**src/rtl/moving_average_pkg.sv**
```systemverilog
// -----------------------------------------------------------------------------
// moving_average_pkg
// Shared types and defaults for the moving-average decimator slice.
//   SAMPLE_W       : width of a windowed sum / output sample
//   sample_t       : signed sample type
//   state_t        : decimator control state (WARMUP, RUN)
//   DEF_*          : default WINDOW / DECIM / SHIFT / DEPTH values
//   CNT_W, sat_inc : 8-bit counter width and saturating increment helper
// -----------------------------------------------------------------------------
package moving_average_pkg;

    localparam int SAMPLE_W = 8;
    localparam int CNT_W    = 8;

    typedef logic signed [SAMPLE_W-1:0] sample_t;

    typedef enum logic {
        WARMUP = 1'b0,
        RUN    = 1'b1
    } state_t;

    localparam int DEF_WINDOW = 16;
    localparam int DEF_DECIM  = 4;
    localparam int DEF_SHIFT  = 4;
    localparam int DEF_DEPTH  = 4;

    // Increment that sticks at all-ones instead of wrapping.
    function automatic logic [CNT_W-1:0] sat_inc(input logic [CNT_W-1:0] value);
        return (value == {CNT_W{1'b1}}) ? value : value + 1'b1;
    endfunction

endpackage

```
**src/rtl/ma_out_fifo.sv**
```systemverilog
// -----------------------------------------------------------------------------
// ma_out_fifo
// Small synchronous FIFO with a registered head-of-queue output.
//   system1000      : clock
//   system1000_rstn : asynchronous reset, active low
//   flush           : synchronous empty; overrides push and pop that cycle
//   push/push_data  : write request; accepted when not full, or when full and
//                     a pop happens in the same cycle
//   pop             : remove head; ignored while empty
//   full/empty      : occupancy flags
//   head_data       : current head word; holds its last value while empty
// -----------------------------------------------------------------------------
module ma_out_fifo
    import moving_average_pkg::*;
#(
    parameter int DEPTH = DEF_DEPTH,
    parameter int WIDTH = SAMPLE_W
) (
    input  logic             system1000,
    input  logic             system1000_rstn,
    input  logic             flush,
    input  logic             push,
    input  logic [WIDTH-1:0] push_data,
    input  logic             pop,
    output logic             full,
    output logic             empty,
    output logic [WIDTH-1:0] head_data
);

    localparam int AW    = $clog2(DEPTH);
    localparam int PTR_W = AW + 1;

    logic [WIDTH-1:0] mem [DEPTH];
    logic [PTR_W-1:0] wr_ptr_reg;
    logic [PTR_W-1:0] rd_ptr_reg;
    logic [PTR_W-1:0] occupancy;
    logic [AW-1:0]    rd_next_idx;
    logic [WIDTH-1:0] head_reg;
    logic             pop_eff;
    logic             push_eff;

    // The extra pointer bit tells a full ring from an empty one.
    assign empty       = (wr_ptr_reg == rd_ptr_reg);
    assign full        = (wr_ptr_reg[AW] != rd_ptr_reg[AW]) &&
                         (wr_ptr_reg[AW-1:0] == rd_ptr_reg[AW-1:0]);
    assign occupancy   = wr_ptr_reg - rd_ptr_reg;
    assign rd_next_idx = rd_ptr_reg[AW-1:0] + AW'(1);

    assign pop_eff  = pop && !empty && !flush;
    // When full, the slot freed by a simultaneous pop is the one being written.
    assign push_eff = push && !flush && (!full || pop_eff);

    // Storage array: no reset so it can map onto RAM.
    always_ff @(posedge system1000) begin
        if (push_eff) begin
            mem[wr_ptr_reg[AW-1:0]] <= push_data;
        end
    end

    always_ff @(posedge system1000 or negedge system1000_rstn) begin
        if (!system1000_rstn) begin
            wr_ptr_reg <= '0;
            rd_ptr_reg <= '0;
            head_reg   <= '0;
        end else if (flush) begin
            // head_reg keeps its value so the output holds while empty.
            wr_ptr_reg <= '0;
            rd_ptr_reg <= '0;
        end else begin
            if (push_eff) begin
                wr_ptr_reg <= wr_ptr_reg + 1'b1;
            end
            if (pop_eff) begin
                rd_ptr_reg <= rd_ptr_reg + 1'b1;
            end

            // Registered head: decide what sits at the head after this edge.
            if (empty) begin
                if (push_eff) begin
                    head_reg <= push_data;
                end
            end else if (pop_eff) begin
                if (occupancy == PTR_W'(1)) begin
                    // Last word leaves; a same-cycle push becomes the new head,
                    // otherwise the old value is held.
                    if (push_eff) begin
                        head_reg <= push_data;
                    end
                end else begin
                    // Second entry is already stored (occupancy >= 2).
                    head_reg <= mem[rd_next_idx];
                end
            end
        end
    end

    assign head_data = head_reg;

endmodule

```
**src/rtl/moving_average_decimator.sv**
```systemverilog
// -----------------------------------------------------------------------------
// moving_average_decimator
// Consumes the free-running output of a WINDOW-tap moving-sum stage, skips the
// warm-up sums produced before the window is full, keeps one of every DECIM
// valid sums, scales it by an arithmetic right shift of SHIFT and queues it in
// a DEPTH-entry FIFO. Overflow drops the new sample and is reported.
//   system1000      : clock
//   system1000_rstn : asynchronous reset, active low
//   sum_i           : signed windowed sum, sampled every rising edge
//   clear_i         : synchronous restart (warm-up, flush FIFO, clear flags)
//   out_o           : FIFO head data (holds last value while empty)
//   out_valid_o     : FIFO non-empty
//   out_ready_i     : consumer pops head when out_valid_o && out_ready_i
//   overflow_o      : sticky, a kept sample was dropped on a full FIFO
//   drop_cnt_o      : saturating count of dropped samples
// -----------------------------------------------------------------------------
module moving_average_decimator
    import moving_average_pkg::*;
#(
    parameter int WINDOW = DEF_WINDOW,
    parameter int DECIM  = DEF_DECIM,
    parameter int SHIFT  = DEF_SHIFT,
    parameter int DEPTH  = DEF_DEPTH
) (
    input  logic                       system1000,
    input  logic                       system1000_rstn,
    input  logic signed [SAMPLE_W-1:0] sum_i,
    input  logic                       clear_i,
    output logic signed [SAMPLE_W-1:0] out_o,
    output logic                       out_valid_o,
    input  logic                       out_ready_i,
    output logic                       overflow_o,
    output logic [CNT_W-1:0]           drop_cnt_o
);

    localparam logic [CNT_W-1:0] WARM_LAST = CNT_W'(WINDOW - 1);
    localparam logic [CNT_W-1:0] DEC_LAST  = CNT_W'(DECIM - 1);

    state_t           state_reg,    state_next;
    logic [CNT_W-1:0] warm_cnt_reg, warm_cnt_next;
    logic [CNT_W-1:0] dec_cnt_reg,  dec_cnt_next;
    logic [CNT_W-1:0] drop_cnt_reg, drop_cnt_next;
    logic             overflow_reg, overflow_next;

    logic             sample_valid;
    logic             keep;
    logic             drop;
    logic             pop_eff;
    logic             fifo_full;
    logic             fifo_empty;
    logic [SAMPLE_W-1:0] fifo_head;
    sample_t          scaled_sum;

    // Arithmetic shift on a signed operand: truncates toward -infinity.
    assign scaled_sum = sum_i >>> SHIFT;

    assign pop_eff = out_ready_i && !fifo_empty;

    // ---------------------------------------------------------------------
    // State and counter registers
    // ---------------------------------------------------------------------
    always_ff @(posedge system1000 or negedge system1000_rstn) begin
        if (!system1000_rstn) begin
            state_reg    <= WARMUP;
            warm_cnt_reg <= '0;
            dec_cnt_reg  <= '0;
            drop_cnt_reg <= '0;
            overflow_reg <= 1'b0;
        end else begin
            state_reg    <= state_next;
            warm_cnt_reg <= warm_cnt_next;
            dec_cnt_reg  <= dec_cnt_next;
            drop_cnt_reg <= drop_cnt_next;
            overflow_reg <= overflow_next;
        end
    end

    // ---------------------------------------------------------------------
    // Next-state: warm-up gating, decimation and drop accounting
    // ---------------------------------------------------------------------
    always_comb begin
        state_next    = state_reg;
        warm_cnt_next = warm_cnt_reg;
        dec_cnt_next  = dec_cnt_reg;
        drop_cnt_next = drop_cnt_reg;
        overflow_next = overflow_reg;
        sample_valid  = 1'b0;
        keep          = 1'b0;
        drop          = 1'b0;

        if (clear_i) begin
            // Restart wins over everything; this edge's sample is discarded.
            state_next    = WARMUP;
            warm_cnt_next = '0;
            dec_cnt_next  = '0;
            drop_cnt_next = '0;
            overflow_next = 1'b0;
        end else begin
            case (state_reg)
                WARMUP: begin
                    warm_cnt_next = warm_cnt_reg + 1'b1;
                    // The sample taken on the last warm-up count is the first
                    // full-window sum and is handled like any RUN sample.
                    if (warm_cnt_reg == WARM_LAST) begin
                        sample_valid = 1'b1;
                        state_next   = RUN;
                    end
                end
                RUN: begin
                    sample_valid = 1'b1;
                end
                default: begin
                    state_next = WARMUP;
                end
            endcase

            if (sample_valid) begin
                keep         = (dec_cnt_reg == '0);
                dec_cnt_next = (dec_cnt_reg == DEC_LAST) ? '0 : dec_cnt_reg + 1'b1;
            end

            // A pop in the same cycle makes room, so only a stalled full
            // FIFO loses the sample.
            drop = keep && fifo_full && !pop_eff;
            if (drop) begin
                overflow_next = 1'b1;
                drop_cnt_next = sat_inc(drop_cnt_reg);
            end
        end
    end

    // ---------------------------------------------------------------------
    // Output queue
    // ---------------------------------------------------------------------
    ma_out_fifo #(
        .DEPTH (DEPTH),
        .WIDTH (SAMPLE_W)
    ) u_out_fifo (
        .system1000      (system1000),
        .system1000_rstn (system1000_rstn),
        .flush           (clear_i),
        .push            (keep),
        .push_data       (scaled_sum),
        .pop             (out_ready_i),
        .full            (fifo_full),
        .empty           (fifo_empty),
        .head_data       (fifo_head)
    );

    assign out_o       = sample_t'(fifo_head);
    assign out_valid_o = !fifo_empty;
    assign overflow_o  = overflow_reg;
    assign drop_cnt_o  = drop_cnt_reg;

endmodule
```
**config.mk**
```make
export PLATFORM = sky130hd
export DESIGN_NAME = moving_average_decimator
export DESIGN_NICKNAME = d
export VERILOG_FILES = /design/src/rtl/moving_average_pkg.sv /design/src/rtl/ma_out_fifo.sv /design/src/rtl/moving_average_decimator.sv
export SDC_FILE = /design/constraint.sdc
export NUM_CORES = 1
export LEC_CHECK = 0
export ABC_CLOCK_PERIOD_IN_PS = 4000
export CORE_ASPECT_RATIO = 1.5
export CORE_MARGIN = 2
export CORE_UTILIZATION = 50
export DETAILED_ROUTE_END_ITERATION = 7
export PLACE_DENSITY = 0.77
export SLEW_MARGIN = 20
export SYNTH_ARGS = -nofsm -noshare
export SYNTH_HDL_FRONTEND = slang
export SYNTH_SLANG_ARGS = --single-unit
export TNS_END_PERCENT = 5
```
**constraint.sdc**
```tcl
create_clock -name system1000 -period 4 [get_ports system1000]
set_clock_uncertainty 0.2 [all_clocks]
set_input_delay 0.6 -clock system1000 [delete_from_list [all_inputs] [get_ports system1000]]
set_output_delay 0.6 -clock system1000 [all_outputs]
set_load 0.01 [all_outputs]
```
==> Yosys cells after proc, flatten, opt, wreduce, memory -nomap -nowiden <==
Memories as Yosys holds them, arrays and structs flattened.
Cells that the tools add are included.
{ "totals": {"reg_bits": 40, "ram_bits": 32, "inputBits": 12, "output_inout_bits": 18, "elab_cells": 75, "n_memories": 1} }
{ "classes": {"n_addsub": 7, "n_eq_ne": 9, "muxes": 28, "n_bitwise": 2, "n_reduce_logical": 20} }
{ "memory_table": {"columns": ["name", "depth", "word_bits", "read_ports", "rd_ports_with_merged_regs", "write_ports", "line", "text"], "rows": [
  ["u_out_fifo.mem", 4, 8, 1, 0, 1, "ma_out_fifo.sv:33", "logic [WIDTH-1:0] mem [DEPTH];"]
]} }
{ "ops": {"columns": ["cell", "count"], "rows": [
  ["$mux W8", 12],
  ["$add A8 B1 Y8 const B", 3],
  ["$mux W3", 4],
  ["$mux W1", 11],
  ["$reduce_bool A2 Y1", 5],
  ["$eq A8 B2 Y1 const B", 1],
  ["$eq A8 B4 Y1 const B", 1],
  ["$eq A8 B8 Y1 const B", 1],
  ["$logic_not A8 Y1", 1],
  ["$logic_and A1 B1 Y1", 7],
  ["$add A3 B1 Y3 const B", 2],
  ["$logic_not A1 Y1", 4],
  ["$ne A2 B2 Y1 const B", 2],
  ["$reduce_and A2 Y1", 2],
  ["$eq A3 B1 Y1 const B", 1],
  ["$eq A3 B3 Y1", 1],
  ["$sub A3 B3 Y3", 1],
  ["$add A2 B1 Y2 const B", 1],
  ["$eq A2 B2 Y1", 1],
  ["$not A1 Y1", 2],
  ["$pmux W1 S2", 1],
  ["$logic_or A1 B1 Y1", 1],
  ["$ne A1 B1 Y1", 1]
]} }

==> Longest topological paths before layout <==
{ "logic_depth": {"word_depth": 13, "ltp_mapped": 8, "ltp_nobuf": 8} }

==> By module <==
A second synthesis with hierarchy kept.
{ "hier_totals": {"hier_cells": 275, "area_unflattened_um2": 3624.7} }
{ "modules_own_cells": {"columns": ["mod", "instances", "cells_per_inst", "area_each_um2"], "rows": [
  ["ma_out_fifo", 1, 130, 2210.9],
  ["moving_average_decimator", 1, 145, 1413.9]
]} }

==> Worst setup path after synthesis <==
No wires, ideal clock.
{ "synth_timing": {"path_kind": "reg2reg", "from": "reg u_out_fifo.wr_ptr_reg[0]", "to": "reg u_out_fifo.head_reg[2] (netlist: u_out_fifo.head_data[2])", "arrival_ps": 2199, "required_ps": 3674, "slack_ps": 1475, "path_stages_with_launch": 8, "path_buffers": 0, "period_less_slack_ps": 2525, "path_cell_list": "dfrtp_1 -> inv_1 -> ha_1 -> fa_1 -> xor3_1 -> o32a_1 -> and2_1 -> a221o_1"} }
{ "synth_via": {"elab_chain_cells": 10} }
{ "synth_rtl": {"columns": ["item", "line", "text"], "rows": [
  ["from (decl)", "ma_out_fifo.sv:34", "logic [PTR_W-1:0] wr_ptr_reg;"],
  ["from (signal assigned)", "ma_out_fifo.sv:71", "wr_ptr_reg <= wr_ptr_reg + 1'b1;"],
  ["$eq A3 B3 Y1", "ma_out_fifo.sv:43", "assign empty = (wr_ptr_reg == rd_ptr_reg);"],
  ["$logic_not A1 Y1", "ma_out_fifo.sv:49", "assign pop_eff = pop && !empty && !flush;"],
  ["$logic_and A1 B1 Y1 (2 in series)", "ma_out_fifo.sv:49", null],
  ["$logic_or A1 B1 Y1", "ma_out_fifo.sv:51", "assign push_eff = push && !flush && (!full || pop_eff);"],
  ["$logic_and A1 B1 Y1", "ma_out_fifo.sv:51", null],
  ["$mux W8", null, null],
  ["$mux W8", "ma_out_fifo.sv:83", "if (occupancy == PTR_W'(1)) begin"],
  ["$mux W8", "ma_out_fifo.sv:82", "end else if (pop_eff) begin"],
  ["$mux W8", "ma_out_fifo.sv:78", "if (empty) begin"],
  ["to (signal assigned)", "ma_out_fifo.sv:80", "head_reg <= push_data;"],
  ["to (signal assigned)", "ma_out_fifo.sv:87", "head_reg <= push_data;"],
  ["to (signal assigned)", "ma_out_fifo.sv:91", "head_reg <= mem[rd_next_idx];"],
  ["to (decl)", "ma_out_fifo.sv:38", "logic [WIDTH-1:0] head_reg;"]
]} }
Several ways; a longest one is shown, not always the timed one. The select of a mux whose other input is x is not followed.
A chain may end at the register's enable or synchronous reset.

==> Worst setup path in the final report <==
{ "layout_timing": {"from": "reg u_out_fifo.rd_ptr_reg[0]", "to": "reg u_out_fifo.head_reg[2] (netlist: u_out_fifo.head_data[2])"} }
{ "layout_via": {"elab_chain_cells": 10} }
{ "layout_rtl": {"columns": ["item", "line", "text"], "rows": [
  ["from (decl)", "ma_out_fifo.sv:35", "logic [PTR_W-1:0] rd_ptr_reg;"],
  ["from (signal assigned)", "ma_out_fifo.sv:74", "rd_ptr_reg <= rd_ptr_reg + 1'b1;"],
  ["parallel branches: the longest is 10 deep, another holds $mem_v2 Z4 W8", null, null]
]} }
Parallel ways; which one is timed is not known. The select of a mux whose other input is x is not followed.

==> flow_summary.yaml <==
critical_path:
  worst-endpoint-arrival_ns: 2.84
  path_buf_inv: 0
  endpoint_required_time_on_the_critical_path_ns: 3.99
  critPathSlowestCell: "dfrtp_1"
  worst_path_dominant_cell_family: "compound AO/OA/AOI/OAI gates"
  critical_path_end_type: "flop"
  startpoint_type: "flop"
  cp_cell_sequence: "ha_1 > fa_1 > xor3_1 > o32a_1 > and2_1 > a221o_1"
  timing.critical_path.fanout_max: 7
  critical_path_class: "reg2reg"
  timing.critical_path.slowest_cell_delay_ns: 0.54
clock_network:
  clockBufferDepth: 2
  ctsResizeCount: 0
  cts-hold-fix-buffers: 0
  clock_tree_root: "clkbuf_8"
  clk_latency_worst_skew_pair_ns: 0.30
  clk_pin_slew_worst_paths_ns: 0.10
  tritoncts_num_sinks: 56
  ctsHtreeMaxLevel: 2
  cts_inserted_buffers: 5
  post_cts_buffers: 0
  tritoncts: "done"
power:
  power.net_switching_uw: 264.5
  leakagePower_nw: 1.445
  cellPowerDensity_mw_per_mm2: 339.4
  power_switching_share_pct: 23.56
  power_frac_comb_pct: 15.4
  clock_power_share_pct: 26.2
  internal_power_uw: 857.9
  power.ir.vdd_worst_mv: 0.2292
  seq_power_share_pct: 58.4
  overall_power_consumption_mw: 1.122
layout:
  largest_register_ff_count: 16
  finish.net_count: 282
  drive_above_1_share_pct: 13.90
  fin_area_mm2: 0.003307
  num_antenna_cells: 0
  syn_to_final_growth_pct: 13.78
  nFillCells: 505
outcome:
  run_status: "finished clean"
route:
  initialDrtViolationCount: 66
  detail_route.wirelength_um: 5071
  drc_errors: 0
  drt.antenna.violating_nets: 0
  drt-pass1-iter-count: 4
  route.vias.total: 1891
  route.detailed.wl_per_inst_um: 15.32
  post_drt_via_cell_ratio: 5.713
synth:
  synth-seq-cells: 56
  syn_area_mm2: 0.002907
  synth.net_count: 254
  avgSynthCellArea_um2: 12.64
  synth_top_flop_cell: "dfrtp_1"
  number_of_library_cell_types_mapped_by_synthesis: 56
  yosysWarningCount: 0
  synth_enable_flop_cells: 16
  synth-seq-area-share_pct: 50.97
  async_reset_ff_share_pct: 71.43
  syn_inst: 230
grt:
  number_of_antenna_violations_at_the_first_check_in_global_routing: 0
  grt_first_pass_wirelength_um: 8845
  grt-ovfl-total: 0
  first_global_vias: 1967
  largest_net_degree_at_the_start_of_global_routing: 41
  gr-usage-all-layers_pct: 17.63
timing:
  slew_headroom_pct: 42.26
  rsz_0062_raised_after_global_routing: "false"
  tns_ns: 0
  layout_min_cycle_time_ns: 2.853
  post-route-period-util_pct: 71.33
  fmax_mhz: 350.5
  tightest_slew_ns: 0.8661
  drv_slew: 0
  final_hold_viol_count: 0
  number_of_setup_violations_in_the_final_report: 0
die:
  core_mm2: 0.005700
  initial_core_util_pct: 50.99
  vert_die_dim_um: 97.38
  fp-row-count: 34
  die_x_um: 66.25
  ioPinCount: 30
  design.die.area_mm2: 0.006451
placed_design:
  detailed_place.area_mm2: 0.003223
  buffer_ports.inserted: 25
  routabilityCongestion: 0.8164
  dp_hpwl_um: 3848
run:
  count_of_maximum_capacitance_violations: 0
min_path:
  min_path_type: "in2async"
placed cells by master, fill, tap and decap left out, types with 3 or more instances in the layout:
cell / synthesis / layout
a21o_1: 6 / 6
a21oi_1: 4 / 4
a221o_1: 3 / 3
and2_1: 5 / 5
and3_1: 7 / 7
and4_1: 3 / 3
clkbuf_8: 0 / 5
clkdlybuf4s50_1: 0 / 24
dfrtp_1: 40 / 40
edfxtp_1: 16 / 16
ha_1: 11 / 11
inv_1: 10 / 10
mux2i_1: 5 / 5
mux4_2: 4 / 4
nand2_1: 7 / 7
nand3_1: 10 / 10
nand4_1: 3 / 3
nor2_1: 22 / 22
nor2b_1: 5 / 5
nor3b_2: 4 / 4
o21a_1: 6 / 6
o21ai_1: 4 / 4
xnor2_1: 6 / 6
xor2_1: 8 / 8
synth_stat cells, drive strengths merged (2+ instances only):
master	count	area, um2
nor3	3	20.02
or3	2	12.51
mux2i	5	50.05
xnor2	7	68.82
inv	10	37.54
o21ai	6	33.78
a21oi	5	28.78
nand3	10	50.05
ha	11	137.6
edfxtp	16	480.5
a221o	3	30.03
and2	5	31.28
mux2	2	22.52
nor2b	5	31.28
dfrtp	40	1001
clkbuf	4	15.01
nor3b	6	65.06
a21o	6	45.04
and4	5	47.55
o21a	6	45.04
mux4	4	90.09
nor2	23	102.6
xor2	8	70.07
and3	10	70.06
nand4	3	18.77
nand2	7	26.28
layer usage:
metal  wire length (um)  track usage, %  vias up
met5                  0               0        -
met4                121           6.750        0
met3                134           3.129       11
met2               2847           31.92       24
met1               1968           19.86      961
li1                   -               -      895
cell type report:
type,count,area (um2),area share (%)
clock buffer,6,72.57,2.194
tap,72,90.09,2.724
timing repair buffer,26,252.7,7.643
sequential,56,1481,44.80
multi-input combinational,159,1361,41.17
clock inverter,2,11.26,0.3405
inverter,10,37.54,1.135
logic make-up after synthesis:
group,after synthesis,share of synthesized area (%)
buffers and inverters,15,2.195
AND/OR/NAND/NOR,85,19.24
flip-flops,56,50.97
AO/OA/AOI/OAI,35,10.98
multiplexers,11,5.596
XOR/XNOR,16,5.596
adder cells (fa/ha/maj),12,5.424
worst paths after layout:
path                                                       endpoint  slack, ns                                  from  cells past startpoint
worst max-delay path            u_out_fifo.head_data[2]$_DFFE_PN0P_       1.15  u_out_fifo.rd_ptr_reg[0]$_DFFE_PN0P_                      6
worst min-delay path                    warm_cnt_reg[3]$_DFFE_PN0P_       0.20                       system1000_rstn                      1
worst max register to register  u_out_fifo.head_data[2]$_DFFE_PN0P_       1.15  u_out_fifo.rd_ptr_reg[0]$_DFFE_PN0P_                      6
worst min register to register  u_out_fifo.head_data[3]$_DFFE_PN0P_       0.30   u_out_fifo.head_data[3]$_DFFE_PN0P_                      1
max in group asynchronous       u_out_fifo.head_data[1]$_DFFE_PN0P_       2.85                       system1000_rstn                      1
min in group system1000         u_out_fifo.head_data[3]$_DFFE_PN0P_       0.30   u_out_fifo.head_data[3]$_DFFE_PN0P_                      1
stage by stage:
step	setup slack [ns]	hold WS [ns]	instances	util, %
2_1_floorplan	1.475	0.1044	230	-
3_3_place_gp	1.235	0.2793	323	56.54
3_5_place_dp	1.141	0.2814	323	56.54
4_1_cts	1.129	0.2371	331	58.01
5_1_grt	1.042	0.2776	331	58.01
6_report	1.147	0.2037	331	58.01
power groups by stage:
stage,combinational [mW],clock [mW],sequential [mW]
finish,0.173,0.293,0.656
detailed placement,0.176,0,0.668
global placement,0.172,0,0.668
CTS,0.176,0.300,0.657
floorplan,0.0505,0,0.683
global route,0.186,0.325,0.660
worst register-to-register path: stages (launching register included):
cell,delay (ns)
dfrtp_1,0.54
ha_1,0.29
fa_1,0.39
xor3_1,0.38
o32a_1,0.40
and2_1,0.23
a221o_1,0.31
Note: power is estimated with default switching activity, not from simulation.
